## src/rtl/ifetch_pkg.sv

```systemverilog
// Shared types and constants for the instruction fetch unit.
package ifetch_pkg;

  localparam int unsigned XLEN = 32;
  localparam int unsigned ILEN = 32;

  typedef logic [XLEN-1:0] addr_t;

  localparam addr_t PC_INC = 32'd4;

  typedef enum logic [1:0] {
    S_RUN   = 2'd0,
    S_DRAIN = 2'd1,
    S_FLUSH = 2'd2,
    S_HALT  = 2'd3
  } state_e;

  typedef struct packed {
    addr_t           pc;
    logic [ILEN-1:0] instr;
    logic            err;
  } entry_t;

  function automatic logic misaligned(input logic [1:0] lsb);
    return lsb != 2'b00;
  endfunction

endpackage

```

## src/rtl/ifetch_fifo.sv

```systemverilog
// Synchronous instruction queue; clear has priority over pop, and a push
// in the clearing cycle leaves exactly that one entry.
module ifetch_fifo
  import ifetch_pkg::*;
#(
  parameter int unsigned DEPTH_LOG2 = 2
) (
  input  logic   clk,
  input  logic   rst,
  input  logic   clear_i,
  input  logic   push_i,
  input  entry_t push_data_i,
  input  logic   pop_i,
  output entry_t head_o,
  output logic   full_o,
  output logic   empty_o
);

  localparam int unsigned DEPTH = 1 << DEPTH_LOG2;
  localparam int unsigned CW    = DEPTH_LOG2 + 1;

  logic [DEPTH_LOG2-1:0] wr_ptr_q, wr_ptr_d;
  logic [DEPTH_LOG2-1:0] rd_ptr_q, rd_ptr_d;
  logic [CW-1:0]         count_q, count_d;
  logic [DEPTH_LOG2-1:0] wr_idx;
  logic                  do_push;
  logic                  do_pop;
  entry_t                mem_q [DEPTH];

  assign full_o  = count_q == CW'(DEPTH);
  assign empty_o = count_q == '0;
  assign head_o  = mem_q[rd_ptr_q];

  always_comb begin
    do_push  = push_i && (clear_i || !full_o);
    do_pop   = pop_i && !empty_o && !clear_i;
    wr_idx   = clear_i ? '0 : wr_ptr_q;
    wr_ptr_d = wr_ptr_q;
    rd_ptr_d = rd_ptr_q;
    count_d  = count_q;
    if (clear_i) begin
      rd_ptr_d = '0;
      wr_ptr_d = do_push ? DEPTH_LOG2'(1) : '0;
      count_d  = do_push ? CW'(1) : '0;
    end else begin
      if (do_push) wr_ptr_d = wr_ptr_q + DEPTH_LOG2'(1);
      if (do_pop)  rd_ptr_d = rd_ptr_q + DEPTH_LOG2'(1);
      count_d = count_q + CW'(do_push) - CW'(do_pop);
    end
  end

  always_ff @(posedge clk) begin
    if (do_push) mem_q[wr_idx] <= push_data_i;
  end

  always_ff @(posedge clk) begin
    if (rst) begin
      wr_ptr_q <= '0;
      rd_ptr_q <= '0;
      count_q  <= '0;
    end else begin
      wr_ptr_q <= wr_ptr_d;
      rd_ptr_q <= rd_ptr_d;
      count_q  <= count_d;
    end
  end

endmodule

```

## src/rtl/ifetch.sv

```systemverilog
// Instruction fetch: sequential fetch into a small queue with redirect,
// miss drain and fence.i flush. IFETCH_MISALIGN_TRAP_EN enables misaligned-target trapping.
module ifetch
  import ifetch_pkg::*;
#(
  parameter logic [31:0] RESET_PC    = 32'h0000_0000,
  parameter int unsigned QDEPTH_LOG2 = 2
) (
  input  logic        clk,
  input  logic        rst,
  input  logic        redirect_valid,
  input  logic [31:0] redirect_pc,
  input  logic        fence_i,
  output logic        cache_valid,
  input  logic        cache_ready,
  output logic [31:0] cache_addr,
  input  logic [31:0] cache_rdata,
  output logic        cache_flush,
  output logic        out_valid,
  input  logic        out_ready,
  output logic [31:0] out_pc,
  output logic [31:0] out_instr,
  output logic        out_err
);

`ifdef IFETCH_MISALIGN_TRAP_EN
  localparam bit TRAP_EN = 1'b1;
`else
  localparam bit TRAP_EN = 1'b0;
`endif

  state_e state_q, state_d;
  addr_t  pc_q, pc_d;
  addr_t  tgt_q, tgt_d;
  logic   fence_q, fence_d;

  addr_t  redir_tgt;
  addr_t  land_tgt;
  logic   land;
  logic   fifo_clear, fifo_push, fifo_pop;
  logic   fifo_full, fifo_empty;
  entry_t push_entry, head;

  assign redir_tgt   = TRAP_EN ? redirect_pc : {redirect_pc[31:2], 2'b00};
  assign cache_addr  = pc_q;
  assign cache_flush = state_q == S_FLUSH;
  assign out_valid   = !fifo_empty;
  assign out_pc      = head.pc;
  assign out_instr   = head.instr;
  assign out_err     = head.err & TRAP_EN;

  always_comb begin
    unique case (state_q)
      S_RUN:   cache_valid = !fifo_full;
      S_DRAIN: cache_valid = 1'b1;
      default: cache_valid = 1'b0;
    endcase
  end

  // Next-state: redirects clear the queue; "land" restarts fetch at land_tgt.
  always_comb begin
    state_d          = state_q;
    pc_d             = pc_q;
    tgt_d            = tgt_q;
    fence_d          = fence_q;
    fifo_clear       = 1'b0;
    fifo_push        = 1'b0;
    fifo_pop         = out_valid && out_ready;
    push_entry.pc    = pc_q;
    push_entry.instr = cache_rdata;
    push_entry.err   = 1'b0;
    land             = 1'b0;
    land_tgt         = tgt_q;

    unique case (state_q)
      S_RUN: begin
        if (redirect_valid) begin
          fifo_clear = 1'b1;
          if (cache_valid && !cache_ready) begin
            tgt_d   = redir_tgt;
            fence_d = fence_i;
            state_d = S_DRAIN;
          end else if (fence_i) begin
            tgt_d   = redir_tgt;
            state_d = S_FLUSH;
          end else begin
            land     = 1'b1;
            land_tgt = redir_tgt;
          end
        end else if (cache_valid && cache_ready) begin
          fifo_push = 1'b1;
          pc_d      = pc_q + PC_INC;
        end
      end
      S_DRAIN: begin
        if (redirect_valid) begin
          fifo_clear = 1'b1;
          tgt_d      = redir_tgt;
          fence_d    = fence_i;
        end
        if (cache_ready) begin
          if (redirect_valid ? fence_i : fence_q) begin
            state_d = S_FLUSH;
          end else begin
            land     = 1'b1;
            land_tgt = redirect_valid ? redir_tgt : tgt_q;
          end
        end
      end
      S_FLUSH, S_HALT: begin
        if (redirect_valid && fence_i) begin
          fifo_clear = 1'b1;
          tgt_d      = redir_tgt;
          state_d    = S_FLUSH;
        end else if (redirect_valid) begin
          fifo_clear = 1'b1;
          land       = 1'b1;
          land_tgt   = redir_tgt;
        end else if (state_q == S_FLUSH) begin
          land     = 1'b1;
          land_tgt = tgt_q;
        end
      end
    endcase

    if (land) begin
      if (TRAP_EN && misaligned(land_tgt[1:0])) begin
        fifo_push        = 1'b1;
        push_entry.pc    = land_tgt;
        push_entry.instr = '0;
        push_entry.err   = 1'b1;
        state_d          = S_HALT;
      end else begin
        pc_d    = land_tgt;
        state_d = S_RUN;
      end
    end
  end

  always_ff @(posedge clk) begin
    if (rst) begin
      state_q <= S_RUN;
      pc_q    <= RESET_PC;
      tgt_q   <= '0;
      fence_q <= 1'b0;
    end else begin
      state_q <= state_d;
      pc_q    <= pc_d;
      tgt_q   <= tgt_d;
      fence_q <= fence_d;
    end
  end

  ifetch_fifo #(
    .DEPTH_LOG2(QDEPTH_LOG2)
  ) u_fifo (
    .clk        (clk),
    .rst        (rst),
    .clear_i    (fifo_clear),
    .push_i     (fifo_push),
    .push_data_i(push_entry),
    .pop_i      (fifo_pop),
    .head_o     (head),
    .full_o     (fifo_full),
    .empty_o    (fifo_empty)
  );

endmodule

```

## config.mk

```make
export PLATFORM = sky130hd
export DESIGN_NAME = ifetch
export DESIGN_NICKNAME = d
export VERILOG_FILES = /design/src/rtl/ifetch_pkg.sv /design/src/rtl/ifetch_fifo.sv /design/src/rtl/ifetch.sv
export SDC_FILE = /design/constraint.sdc
export NUM_CORES = 1
export LEC_CHECK = 0
export BUFFER_PORTS_ARGS = -buffer_cell sky130_fd_sc_hd__buf_2
export CAP_MARGIN = 5
export CORE_MARGIN = 2
export CORE_UTILIZATION = 55
export DETAILED_ROUTE_END_ITERATION = 8
export PLACE_DENSITY_LB_ADDON = 0.12
export SYNTH_ARGS = -nofsm -noshare
export SYNTH_HDL_FRONTEND = slang
export SYNTH_SLANG_ARGS = --single-unit
export TNS_END_PERCENT = 20
```

## constraint.sdc

```tcl
create_clock -name clk -period 10.4 [get_ports clk]
set_input_delay 2.08 -clock clk [delete_from_list [all_inputs] [get_ports clk]]
set_output_delay 2.08 -clock clk [all_outputs]
set_load 0.01 [all_outputs]
```

==> results of run 1 <==
## power breakdown
part	total, mW	switching (mW)	internal (mW)	leakage [nW]
clock	1.21	0.483	0.723	0.560
sequential	1.60	0.0832	1.52	2.98
combinational	0.373	0.226	0.147	1.82
## path summary, 6_finish.rpt
check                           slack [ns]       start                  end  depth (start not counted)
worst min-delay path                  0.45   tgt_q[12]            tgt_q[12]                          2
worst max register to register        6.94  state_q[0]  u_fifo.mem_q[1][56]                          6
worst min register to register        0.45   tgt_q[12]            tgt_q[12]                          2
worst max-delay path                  5.55   flip-flop         out_instr[9]                          3
## state kept, by name, indices dropped and copies added (netlist names), named ones only
register / count
cache_addr: 32
fence_q: 1
state_q: 2
tgt_q: 32
u_fifo.count_q: 3
u_fifo.mem_q: 256
u_fifo.rd_ptr_q: 2
u_fifo.wr_ptr_q: 2
## layout make-up
cell class / count / area, sq um / share of cell area
Sequential cell: 332 / 9220 / 0.591
Clock buffer: 45 / 952 / 0.0611
Timing Repair Buffer: 175 / 898 / 0.0576
Clock inverter: 17 / 178 / 0.0114
Multi-Input combinational cell: 479 / 3890 / 0.249
Inverter: 14 / 52.6 / 0.00337
Tap cell: 324 / 405 / 0.0260
## cell usage after synthesis, types with 3 or more instances
cell type    n
o22ai_1     11
a221oi_1    10
nand3_1     12
buf_4        7
a21oi_1     62
ha_1         3
xnor2_1     13
and3_1       6
inv_1       13
and2_1       3
o21ai_0     22
clkbuf_1    25
a22oi_1      4
nor3b_1      4
nand2b_1     3
dfxtp_1     76
buf_2       19
mux2i_1      3
a31oi_1      8
a211oi_1     5
nor2_1      36
xor2_1       7
a311oi_1     6
nor4_1       4
nand4_1      9
mux4_2      64
o21ai_1      3
o21a_1       3
or2_2        3
edfxtp_1   256
nand2_1    111
nor3_1      16
and4_1       5
## through the flow
step           utilization  setup slack [ns]  total power [mW]
3_3_place_gp         0.600              5.46              2.00
4_1_cts              0.647              5.41              3.21
6_report             0.647              5.55              3.18
5_1_grt              0.647              5.32              3.30
2_1_floorplan            -              2.50              1.85
3_5_place_dp         0.600              5.44              2.00
## cell families (layout without fill, tap and decap cells)
| logic type | count (synthesis) | in the layout | synth area share |
|---|---|---|---|
| AOI/OAI and AO/OA | 160 | 160 | 0.0786 |
| xor gates and xnor gates | 20 | 20 | 0.0131 |
| adders and majority gates | 4 | 4 | 0.00430 |
| buffers and inverters | 67 | 251 | 0.0236 |
| DFF | 332 | 332 | 0.688 |
| muxes | 67 | 67 | 0.110 |
| other | 1 | 1 | 0.000280 |
| and+or+nand+nor | 227 | 227 | 0.0825 |
## worst max-delay path: stages (launching register included)
cell and delay (ns):
dfxtp_4 0.88, buf_4 0.62, mux4_2 0.59, buf_2 0.16
## layer usage
layer / GRT usage / vias up / wire length, microns
li1: - / 3741 / -
met1: 0.325 / 3977 / 12700
met2: 0.346 / 307 / 13500
met3: 0.0374 / 40 / 1830
met4: 0.0528 / 0 / 488
met5: 0 / - / 0
==> results.toml, run 1 <==
[drt]
drt_pass1_iterations = 5
drcViolationCount = 0
wl_per_cell_microns = 20.5
drt-initial-drc-count = 715
drt-total-wl_microns = 28500
ant_nets = 0
vias_per_cell = 5.82
num_vias = 8065

[timing]
min_period_ns = 4.85
hold_ws_ns = 0.453
hold_viol = 0
relSlewSlack = 0.272
finalSetupTns_ns = 0
worst_pin_slew_ns = 1.08
slew_viol_final = 0
fmax_mhz = 206
setup_viol = 0
fin_skew_ns = 0.00925
rsz0062_at_grt = "false"
fin_crit_sh = 0.466

[cts]
hold_buffers = 0
cts_made_buffers = 34
h-tree-depth = 2
path_clk_slew_ns = 0.06
cts.path.max_buffers = 3
cts_root_buf = "clkbuf_16"
cts_resized = 0
insertion_delay_ns = 0.50
postCtsSetupBuffers = 0
cts.sinks = 332
cts_tree = "yes"

[global_route]
grt.overflow.total = 0
first_global_vias = 7651
grt_max_degree = 70
grt_antenna_before_repair = 0
grt_usage = 0.219
grt_pass1_wl_microns = 43600

[critical_path]
critPathKind = "reg2out"
critPathCaptureType = "output pin"
worstPathArrival_ns = 2.77
required_ns = 8.32
startpoint_type = "flip-flop"
cp_max_fo = 37

[cells_and_area]
fin_nets = 1110
final_cell_mix = "edfxtp_1 (256), buf_2 (166), nand2_1 (111)"
stdcell_area_sq_mm = 0.0156
final_common_cell = "edfxtp_1"
drive_above_1_share = 0.306
syn_to_final_growth_pct = 16.4
fillerInstances = 1808
n_antenna_cell = 0
finalNonFillerCells = 1386

[yosys]
yosys.area.top_type_share = 0.574
synth_edf_count = 256
syn_avg_cell_area_sq_um = 15.3
yosysSeqAreaShare = 0.688
synthCells = 878
syn_nets = 952
ys_warn_count = 0
ys.flop_type = "edfxtp_1"
async_flop_share = 0
yosysTopAreaCell = "edfxtp_1"
synth_area_leaders = "edfxtp_1 (57%), dfxtp_1 (11%), mux4_2 (11%)"
synth_seq_cells = 332
syn_area_sq_mm = 0.0134
synth_cell_types = 69

[floorplanning]
die-area_sq_mm = 0.0256
start_util = 0.555
fp.dieW_microns = 160
dieHeight_microns = 160
io_pins = 170
num_rows = 57
core_area_sq_mm = 0.0241

[run]
drv_cap = 0

[placed_design]
routabilityCongestion = 0.796
port_buffers = 166
dp_cells = 1324
placed_cell_area_sq_mm = 0.0145
dpl.hpwl_microns = 17000

[min_path]
worstHoldPathType = "reg2reg"

[pwr]
ir_drop_v = 0.000123
power_leakage_nw = 5.36
power.density_mw_per_mm2 = 204

[outcome]
status = "complete, no violations"
No activity file was read; power rests on OpenSTA's default activity.
==> inputs of run 2 (changes only) <==
- clock period: 10.4 -> 4.95 ns (I/O delays scaled with it)
==> run 2 against run 1 <==
Effect of this change: clock power increased by 110%; highest routed layer unchanged; largest power group unchanged; sequential power grew 110%; final area rose by 0.55%.
==> results.toml, run 2 (synthesized netlist as in run 1, its figures left out) <==
[outcome]
status = "complete, no violations"

[cells_and_area]
syn_to_final_growth_pct = 17.1
final_common_cell = "edfxtp_1"
fin_nets = 1116
drive_above_1_share = 0.308
final_cell_mix = "edfxtp_1 (256), buf_2 (166), nand2_1 (111)"
max_flop_register = "u_fifo.mem_q"
largest_reg_flops = 256
n_antenna_cell = 0

[timing]
worst_pin_slew_ns = 1.16
rsz0062_at_grt = "false"
hold_viol = 0
slew_viol_final = 0
setup_viol = 0
min_period_ns = 3.34
fmax_mhz = 299
relSlewSlack = 0.227
fin_crit_sh = 0.675
fin_skew_ns = 0.0139
setup_ws_ns = 1.61

[drt]
ant_nets = 0
drt_pass1_iterations = 5
drt-initial-drc-count = 644
drcViolationCount = 0
drt-total-wl_microns = 28400
vias_per_cell = 5.87
wl_per_cell_microns = 20.4
num_vias = 8162

[pwr]
power.density_mw_per_mm2 = 429
total_power_mw = 6.73
power_leakage_nw = 5.39
ir_drop_v = 0.000298

[cts]
path_clk_slew_ns = 0.06
cts_root_buf = "clkbuf_16"
h-tree-depth = 2
postCtsSetupBuffers = 0
insertion_delay_ns = 0.50
cts_resized = 0
cts.path.max_buffers = 3
cts_made_buffers = 34
hold_buffers = 0
cts_tree = "yes"
cts.sinks = 332

[global_route]
grt_pass1_wl_microns = 44100
grt_antenna_before_repair = 0
grt_usage = 0.221
grt_max_degree = 65
grt.overflow.total = 0
first_global_vias = 7757

[critical_path]
cp-endpoint = "out_pc[27]"
critPathKind = "reg2out"
rrSetupSlack_ns = 1.97
worst_r2r_endpoint = "u_fifo.mem_q[3][5]"
worstPathArrival_ns = 2.35
cp_max_fo = 37
required_ns = 3.96
critPathCaptureType = "output pin"
rr_startpoint = "state_q[0]"
startpoint_type = "flip-flop"
reg2reg_depth = 5

[floorplanning]
num_rows = 57
core_area_sq_mm = 0.0241
dieHeight_microns = 160
io_pins = 170
start_util = 0.555
die-area_sq_mm = 0.0256
fp.dieW_microns = 160

[placed_design]
port_buffers = 166
dpl.hpwl_microns = 17500
routabilityCongestion = 0.833
place_ws_ns = 1.57

[min_path]
worstHoldPathType = "reg2reg"

[run]
drv_cap = 0
-- run 2: changes by cell type in the layout (fill, tap and decap cells not counted), sizes merged --
| cell | change |
|---|---|
| bufinv | +2 |
| clkbuf | -4 |
| buf | +6 |
| clkinvlp | +1 |
| inv | -1 |
-- run 2: metal layers --
layer	vias to the layer above	global-route usage	share of wire
met5	-	0	0
met4	0	0.0639	0.019
met3	40	0.0345	0.060
met2	307	0.344	0.47
met1	4068	0.330	0.45
li1	3747	-	-
-- run 2: how the worst min path moves through the flow --
stage,endpoint,slack (ns),depth (start not counted),from
finish,tgt_q[6],0.45,2,tgt_q[6]
global route,tgt_q[28],0.47,2,tgt_q[28]
CTS,tgt_q[6],0.45,2,tgt_q[6]
detailed placement,tgt_q[6],0.45,2,tgt_q[6]
global placement,tgt_q[6],0.44,2,tgt_q[6]
floorplan,tgt_q[6],0.44,2,tgt_q[6]
-- run 2: cell type report --
type	count	area, sq um
Multi-Input combinational cell	479	3900
Clock inverter	19	218
Inverter	14	52.6
Clock buffer	41	908
Fill cell	1808	8430
Timing Repair Buffer	181	981
Tap cell	324	405
Sequential cell	332	9220
-- run 2: worst max-delay path: stages (launching register included) --
cell     delay [ns]
dfxtp_4        0.71
buf_12         0.37
mux4_2         0.56
buf_2          0.16
-- run 2: through the flow --
stage               hold WS, ns   util  instance area (sq um)  cells  setup TNS [ns]
detailed placement        0.446  0.604                  14600   1330               0
CTS                       0.454  0.650                  15700   1390               0
finish                    0.454  0.650                  15700   1390               0
floorplan                 0.436      -                  13400    878           -4.98
global placement          0.441  0.604                  14600   1330               0
global route              0.468  0.650                  15700   1390               0
-- run 2: where the power goes --
part	internal [mW]	total, mW	switching (mW)
Combinational	0.313	0.790	0.477
Clock	1.57	2.57	1.00
Sequential	3.20	3.37	0.178
Total	5.08	6.73	1.65
